===== config.mk =====
export PLATFORM = sky130hd
export DESIGN_NAME = reg_access_ctrl
export DESIGN_NICKNAME = d
export VERILOG_FILES = /design/src/rtl/reg_access_ctrl.sv
export SDC_FILE = /design/constraint.sdc
export NUM_CORES = 1
export LEC_CHECK = 0
export CAP_MARGIN = 20
export CORE_AREA = 5 5 136 99
export CTS_CLUSTER_DIAMETER = 30
export CTS_CLUSTER_SIZE = 24
export DETAILED_ROUTE_END_ITERATION = 7
export DIE_AREA = 0 0 141 104
export SLEW_MARGIN = 10
export SYNTH_ARGS = -nofsm -noshare
export SYNTH_HDL_FRONTEND = slang
export SYNTH_SLANG_ARGS = --single-unit

===== constraint.sdc =====
create_clock -name Clk -period 3.1 [get_ports Clk]
set_input_delay 0.31 -clock Clk [delete_from_list [all_inputs] [get_ports Clk]]
set_output_delay 0.31 -clock Clk [all_outputs]
set_load 0.01 [all_outputs]

===== src/rtl/reg_access_ctrl.sv =====
// Button-driven command front end for the 32x32 register file: synchronise, debounce, then a small write/show FSM.
// Define REG_ACCESS_AUTO_INC_EN to source write addresses from an internal wrapping counter instead of Sw_Addr.
module reg_access_ctrl #(
  parameter int unsigned DEBOUNCE_CYCLES = 20
) (
  input  logic       Clk,
  input  logic       Reset,
  input  logic       Btn_Write,
  input  logic       Btn_Read,
  input  logic       Btn_Next,
  input  logic [4:0] Sw_Addr,
  input  logic [1:0] Sw_Data_Sel,
  output logic [4:0] Addr,
  output logic       Write_Reg,
  output logic       Read_Reg,
  output logic [1:0] choose,
  output logic       Busy,
  output logic [1:0] State
);

  typedef enum logic [1:0] {
    IDLE  = 2'b00,
    WRITE = 2'b01,
    SHOW  = 2'b10
  } state_t;

  localparam logic [19:0] DB_LAST = 20'(DEBOUNCE_CYCLES - 1);

  // Bit order in the button vectors: 0 = write, 1 = read, 2 = next.
  logic [2:0] btn_raw;
  logic [2:0] sync1;
  logic [2:0] sync2;
  logic [2:0] db;
  logic [2:0] db_q;
  logic [2:0] ev;
  logic       ev_write;
  logic       ev_read;
  logic       ev_next;
  state_t     state;

  assign btn_raw  = {Btn_Next, Btn_Read, Btn_Write};
  assign ev_write = ev[0];
  assign ev_read  = ev[1];
  assign ev_next  = ev[2];
  assign State    = state;

  always_ff @(posedge Clk or posedge Reset) begin
    if (Reset) begin
      sync1 <= '0;
      sync2 <= '0;
    end else begin
      sync1 <= btn_raw;
      sync2 <= sync1;
    end
  end

  for (genvar i = 0; i < 3; i++) begin : g_debounce
    logic [19:0] cnt;
    logic        level;

    always_ff @(posedge Clk or posedge Reset) begin
      if (Reset) begin
        cnt   <= '0;
        level <= 1'b0;
      end else if (sync2[i] == level) begin
        cnt <= '0;
      end else if (cnt == DB_LAST) begin
        level <= ~level;
        cnt   <= '0;
      end else begin
        cnt <= cnt + 20'd1;
      end
    end

    assign db[i] = level;
  end

  // Rising-edge events are registered, so the FSM acts one cycle after db settles.
  always_ff @(posedge Clk or posedge Reset) begin
    if (Reset) begin
      db_q <= '0;
      ev   <= '0;
    end else begin
      db_q <= db;
      ev   <= db & ~db_q;
    end
  end

`ifdef REG_ACCESS_AUTO_INC_EN
  logic [4:0] wr_addr;
`endif

  always_ff @(posedge Clk or posedge Reset) begin
    if (Reset) begin
      state     <= IDLE;
      Addr      <= '0;
      Write_Reg <= 1'b0;
      Read_Reg  <= 1'b0;
      choose    <= '0;
      Busy      <= 1'b0;
`ifdef REG_ACCESS_AUTO_INC_EN
      wr_addr   <= '0;
`endif
    end else begin
      case (state)
        IDLE: begin
          if (ev_write) begin
            state     <= WRITE;
            Busy      <= 1'b1;
            Write_Reg <= 1'b1;
            choose    <= Sw_Data_Sel;
`ifdef REG_ACCESS_AUTO_INC_EN
            Addr      <= wr_addr;
`else
            Addr      <= Sw_Addr;
`endif
          end else if (ev_read) begin
            state    <= SHOW;
            Busy     <= 1'b1;
            Read_Reg <= 1'b1;
            Addr     <= Sw_Addr;
            choose   <= '0;
          end
        end
        WRITE: begin
          state     <= IDLE;
          Busy      <= 1'b0;
          Write_Reg <= 1'b0;
`ifdef REG_ACCESS_AUTO_INC_EN
          wr_addr   <= wr_addr + 5'd1;
`endif
        end
        SHOW: begin
          // Exit wins over a lane advance arriving in the same cycle.
          if (ev_read) begin
            state    <= IDLE;
            Busy     <= 1'b0;
            Read_Reg <= 1'b0;
            choose   <= '0;
          end else if (ev_next) begin
            choose <= choose + 2'd1;
          end
        end
        default: begin
          state     <= IDLE;
          Busy      <= 1'b0;
          Write_Reg <= 1'b0;
          Read_Reg  <= 1'b0;
        end
      endcase
    end
  end

endmodule


==> run_results.csv, run 1 <==
group,metric,value,unit
setup_path,crit_type,"flop to flop",
global_routing,grt_max_degree,46,
synth,syn_area_per_cell,10.3,um2
final_layout,final_common_cell,"dfrtp_1",
timing,rsz0062_at_grt,"no",
min_path,whs_path_depth,0,
timing,relSlewSlack,0.477,
final_layout,final_nets,444,
global_routing,grt_antenna_before_repair,0,
clock_network,cts_tree,"done",
synth,syn-num-nets,419,
detailed_routing,routedWlPerCell,13.6,um
clock_network,cts_inserted_buffers,9,
clock_network,path_clk_slew,0.07,ns
clock_network,clockBufferDepth,2,
run,drv_cap,0,
floorplan,die_w,141,um
place,gp_congestion,0.813,
floorplan,core-area,0.0121,mm2
synth,syn_inst,401,
setup_path,r2r_start,"g_debounce[1].cnt[16]$_DFF_PP0_",
timing,fmax,0.502,GHz
setup_path,rr_endpoint,"g_debounce[1].cnt[13]$_DFF_PP0_",
place,dp_hpwl,5390,um
final_layout,seq_area,0.00218,mm2
min_path,hp-class,"flop to flop",
floorplan,dieHeight,104,um
final_layout,area_growth,17.4,%
pwr,power_density,481,mW/mm2
setup_path,cpMaxStageDelayCell,"o31ai_4",
detailed_routing,drcViolationCount,0,
timing,post-route-period-util,0.643,
clock_network,cts.sinks,87,
timing,setup_viol,0,
synth,ys_ff_latch,87,
synth,mappedNetlistArea,0.00412,mm2
pwr,vdd_drop_max,0.279,mV
synth,synth_top_area_frac,0.528,
setup_path,ff2ff_path_depth,3,
global_routing,overflow,0,
setup_path,worst_ep_required_time,3.29,ns
final_layout,multi_input_area,0.00184,mm2
setup_path,crit_family,"simple AND/OR/NAND/NOR gates",
floorplan,start_util,0.341,
setup_path,endpoint_kind,"flop",
synth,synthTopCellsByArea,"dfrtp_1 (53%), nor2_1 (5.6%), xnor2_1 (5.3%), xor2_1 (4.2%), nand3_1 (2.9%)",
clock_network,cts-hold-fix-buffers,0,
detailed_routing,vias,3003,
clock_network,post-cts-setup-buffers,0,
synth,synth.distinct_cells,43,
setup_path,cp_num_buf_inv,0,
place,dpl.cell_count,577,
final_layout,fin_area,0.00484,mm2
clock_network,cts_root_buffer,"clkbuf_16",
final_layout,nFillCells,1201,
detailed_routing,ant_nets,0,
detailed_routing,via_per_inst,5.06,
min_path,hold_path.startpoint,"sync1[0]$_DFF_PP0_",
setup_path,cp_data_arrival_time,2.19,ns
detailed_routing,wirelength,8040,um
place,portBuffers,23,
timing,hold_viol_final,0,
timing,min_period,1.99,ns
setup_path,cp_max_fo,17,
setup_path,worstSetupStartpointType,"flop",
setup_path,cp_slowest_stage_delay,0.69,ns
floorplan,rows,34,
timing,tns,0,ns
final_layout,final_cells,593,
run_status,status,"finished clean",
floorplan,dieArea,0.0147,mm2
setup_path,crit_chain,"or4_1 > o31ai_4 > nor2_1",
clock_network,h-tree-depth,3,
synth,yosys.area.top_type,"dfrtp_1",
clock_network,clk_latency,0.34,ns
timing,tightest_slew,0.783,ns
min_path,whs_endpoint,"sync2[0]$_DFF_PP0_",
global_routing,grt_use_total,0.117,
final_layout,n_antenna_cell,0,
final_layout,drive_gt1_frac,0.0905,
timing,skew,0.00625,ns
final_layout,layout_common_cells,"dfrtp_1 (87), nor2_1 (61), xnor2_1 (25)",
global_routing,grt_pass1_wl,14300,um
floorplan,num_io_pins,24,
synth,yosys_warnings,0,
setup_path,r2r_slack,1.11,ns
pwr,power_leakage,0.00199,uW
global_routing,first_global_vias,2974,
timing,drv_slew,0,
detailed_routing,drt_iter0_drc,152,
synth,ys_seq_area_frac,0.528,
clock_network,cts-resized-gates,0,
detailed_routing,drtPass1Iterations,4,
place,placed_area,0.00454,mm2
## cell usage after synthesis, drive strengths merged
cell and instances:
mux2i 2, nor4b 4, nand4 18, nand3 24, xor2 20, nor3 14, clkbuf 9, or2 1
or4 8, xnor2 25, o31ai 7, inv 13, nor4 16, nor2 61, or3 3, a21boi 2
nand4b 2, a21o 1, ha 6, buf 4, mux2 9, o21ai 11, a21oi 17, nand2b 1
nand2 17, nor3b 3, and3 6, nor2b 3, dfrtp 87, and2 1, and4 5, o22ai 1
## power by group
part,leakage [uW],internal [uW],switching [uW]
Combinational,0.000673,31.1,49.5
Clock,0.000134,624,457
Sequential,0.00118,1150,17.1
Total,0.00199,1800,523
## sequential cells by signal, indices dropped and copies added, names as in the netlist
| signal | flops |
|---|---|
| Read_Reg | 1 |
| db_q | 3 |
| sync1 | 3 |
| Addr | 5 |
| ev | 3 |
| g_debounce.level | 3 |
| g_debounce.cnt | 60 |
| sync2 | 3 |
| State | 2 |
| Write_Reg | 1 |
| choose | 2 |
| Busy | 1 |
## worst max-delay path by stage
stage                                          startpoint                              end  slack [ns]  cells after the start
after floorplan                                     Reset              Addr[0]$_DFFE_PP0P_        0.54                      1
after global placement    g_debounce[1].cnt[16]$_DFF_PP0_  g_debounce[1].cnt[13]$_DFF_PP0_        1.16                      3
after detailed placement  g_debounce[1].cnt[16]$_DFF_PP0_  g_debounce[1].cnt[13]$_DFF_PP0_        1.08                      3
after CTS                 g_debounce[1].cnt[16]$_DFF_PP0_  g_debounce[1].cnt[13]$_DFF_PP0_        1.07                      3
after global routing      g_debounce[1].cnt[16]$_DFF_PP0_  g_debounce[1].cnt[10]$_DFF_PP0_        0.96                      3
final                     g_debounce[1].cnt[16]$_DFF_PP0_  g_debounce[1].cnt[13]$_DFF_PP0_        1.11                      3
## cell type report
type,count,area share
flip-flops and latches,87,0.450
inverters,13,0.0103
clock buffers,9,0.0465
well taps,162,0.0419
clock inverters,7,0.0153
multi-input cells,288,0.380
repair buffers,27,0.0564
## through the flow
| step | total power [uW] | setup slack (ns) | utilization | hold slack, ns |
|---|---|---|---|---|
| 2_1_floorplan | 1230 | 0.540 | - | 0.331 |
| 3_3_place_gp | 1270 | 1.16 | 0.376 | 0.335 |
| 3_5_place_dp | 1270 | 1.08 | 0.376 | 0.336 |
| 4_1_cts | 2370 | 1.07 | 0.401 | 0.357 |
| 5_1_grt | 2420 | 0.962 | 0.401 | 0.369 |
| 6_report | 2330 | 1.11 | 0.401 | 0.355 |
## cell families after synthesis
logic type | after synthesis | synth area share
mux | 11 | 0.0294
fa+ha+maj | 6 | 0.0182
xor+xnor | 45 | 0.0956
compound gates | 39 | 0.0579
flops | 87 | 0.528
buf+inv | 26 | 0.0264
simple gates | 187 | 0.245
## routing by layer
metal | track usage | up-vias | wire, um
met5 | 0 | - | 0
met3 | 0.0372 | 6 | 306
met2 | 0.171 | 39 | 3540
met1 | 0.165 | 1481 | 4120
met4 | 0.0360 | 0 | 80
li1 | - | 1477 | -
Note: power is estimated with default switching activity, not from simulation.
==> run 2, diff against run 1 <==
==> constraint.sdc (replaced) <==
create_clock -name Clk -period 1.65 [get_ports Clk]
set_input_delay 0.165 -clock Clk [delete_from_list [all_inputs] [get_ports Clk]]
set_output_delay 0.165 -clock Clk [all_outputs]
set_load 0.01 [all_outputs]
==> run_results.csv, run 2 (synthesis gave the netlist of run 1 again) <==
group,metric,value,unit
setup_path,worstSetupStartpointType,"flop",
final_layout,reg.largest.list,"g_debounce.cnt x60, Addr x5",
floorplan,die_w,141,um
detailed_routing,drcViolationCount,0,
setup_path,endpoint_kind,"flop",
floorplan,start_util,0.341,
pwr,power_leakage,0.00227,uW
timing,min_period,1.65,ns
final_layout,regMostFlops,"g_debounce.cnt",
timing,fmax,0.606,GHz
pwr,vdd_drop_max,0.547,mV
timing,fin_ws,0.000365,ns
final_layout,layout_common_cells,"dfrtp_1 (79), nor2_1 (60), buf_4 (49)",
clock_network,cts_root_buffer,"clkbuf_16",
place,pre_cts_ws,0.0165,ns
setup_path,worst_ep_required_time,1.87,ns
timing,setup_viol,0,
final_layout,area_growth,30.3,%
setup_path,crit_type,"flop to flop",
clock_network,clk_latency,0.34,ns
detailed_routing,via_per_inst,4.94,
floorplan,core-area,0.0121,mm2
detailed_routing,drtPass1Iterations,4,
clock_network,cts_tree,"done",
detailed_routing,routedWlPerCell,13.9,um
setup_path,cp_data_arrival_time,1.87,ns
final_layout,drive_gt1_frac,0.246,
final_layout,fin_area,0.00538,mm2
pwr,power_density,844,mW/mm2
floorplan,rows,34,
global_routing,grt_pass1_wl,14800,um
setup_path,cp_max_fo,5,
floorplan,num_io_pins,24,
clock_network,cts.sinks,87,
timing,hold_viol_final,0,
detailed_routing,drt_iter0_drc,211,
detailed_routing,wirelength,8900,um
detailed_routing,ant_nets,0,
clock_network,cts-hold-fix-buffers,0,
run_status,status,"finished clean",
place,portBuffers,23,
floorplan,dieHeight,104,um
timing,rsz0062_at_grt,"yes",
clock_network,h-tree-depth,3,
clock_network,cts_inserted_buffers,9,
timing,drv_slew,0,
floorplan,dieArea,0.0147,mm2
setup_path,crit_start,"g_debounce[1].cnt[7]$_DFF_PP0_",
timing,post-route-period-util,1.00,
setup_path,r2r_slack,0.0004,ns
clock_network,path_clk_slew,0.07,ns
setup_path,rr_endpoint,"g_debounce[1].cnt[17]$_DFF_PP0_",
final_layout,largest_reg_flops,60,
min_path,hp-class,"primary input to flop",
final_layout,final_common_cell,"dfrtp_1",
place,gp_congestion,0.818,
global_routing,overflow,0,
min_path,whs_endpoint,"sync1[1]$_DFF_PP0_",
timing,skew,0.00971,ns
timing,tightest_slew,0.461,ns
global_routing,grt_antenna_before_repair,0,
global_routing,grt_use_total,0.123,
run,drv_cap,0,
detailed_routing,vias,3166,
place,placed_area,0.00489,mm2
place,dp_hpwl,5910,um
global_routing,grt_max_degree,88,
min_path,hold_path.startpoint,"Btn_Read",
setup_path,r2r_start,"g_debounce[1].cnt[7]$_DFF_PP0_",
final_layout,final_nets,492,
timing,relSlewSlack,0.692,
global_routing,first_global_vias,3106,
clock_network,clockBufferDepth,2,
min_path,whs_path_depth,1,
setup_path,ff2ff_path_depth,6,
final_layout,n_antenna_cell,0,
-- run 2: routing by layer --
layer / share of wire / track usage
met1: 0.52 / 0.173
met2: 0.43 / 0.182
met3: 0.037 / 0.0368
met5: 0 / 0
met4: 0.013 / 0.0353
-- run 2: final cells by class --
type                       instances  area, um2
tap                              162        203
fill                            1174       6710
clock buffer                      10        239
clock inverter                     6       75.1
inverter                          13       52.6
sequential                        87       2190
multi-input combinational        288       1970
timing repair buffer              75        649
-- run 2: repair_timing --
action | CTS | global route
pin swaps | 3 | 6
buffers inserted | 0 | 5
cloned | 0 | 1
gates resized for setup | 1 | 35
endpoints found under the setup margin | 18 | 58
-- run 2: power by group --
part           total (uW)  switching, uW  internal (uW)  leakage [uW]
Combinational         205            112           92.9      0.000949
Clock                2140            898           1240      0.000157
Sequential           2190           27.7           2160       0.00117
-- run 2: worst max-delay path by stage --
stage                                            to  cells after the start  slack (ns)
floorplan           g_debounce[0].cnt[16]$_DFF_PP0_                      6       -0.01
global placement    g_debounce[0].level$_DFFE_PP0P_                      5        0.03
detailed placement  g_debounce[1].cnt[16]$_DFF_PP0_                      4        0.02
CTS                 g_debounce[1].cnt[16]$_DFF_PP0_                      4      0.0002
global route        g_debounce[1].cnt[19]$_DFF_PP0_                      6       -0.07
finish              g_debounce[1].cnt[17]$_DFF_PP0_                      6      0.0004
-- run 2: critical path: stages (launching register included) --
cell and delay [ns]:
dfrtp_1 0.38, buf_4 0.16, nand4_1 0.28, nor4_4 0.26, buf_4 0.19, mux2i_1 0.19
nor3_1 0.08
-- run 2: through the flow --
stage               utilization  hold slack [ns]  total power (uW)  instances  setup TNS, ns
CTS                       0.431            0.244              4590        635              0
finish                    0.445            0.255              4530        641              0
global route              0.445            0.261              4740        641         -0.264
floorplan                     -            0.196              2320        401        -0.0134
global placement          0.405            0.333              2420        619              0
detailed placement        0.405            0.335              2420        619              0
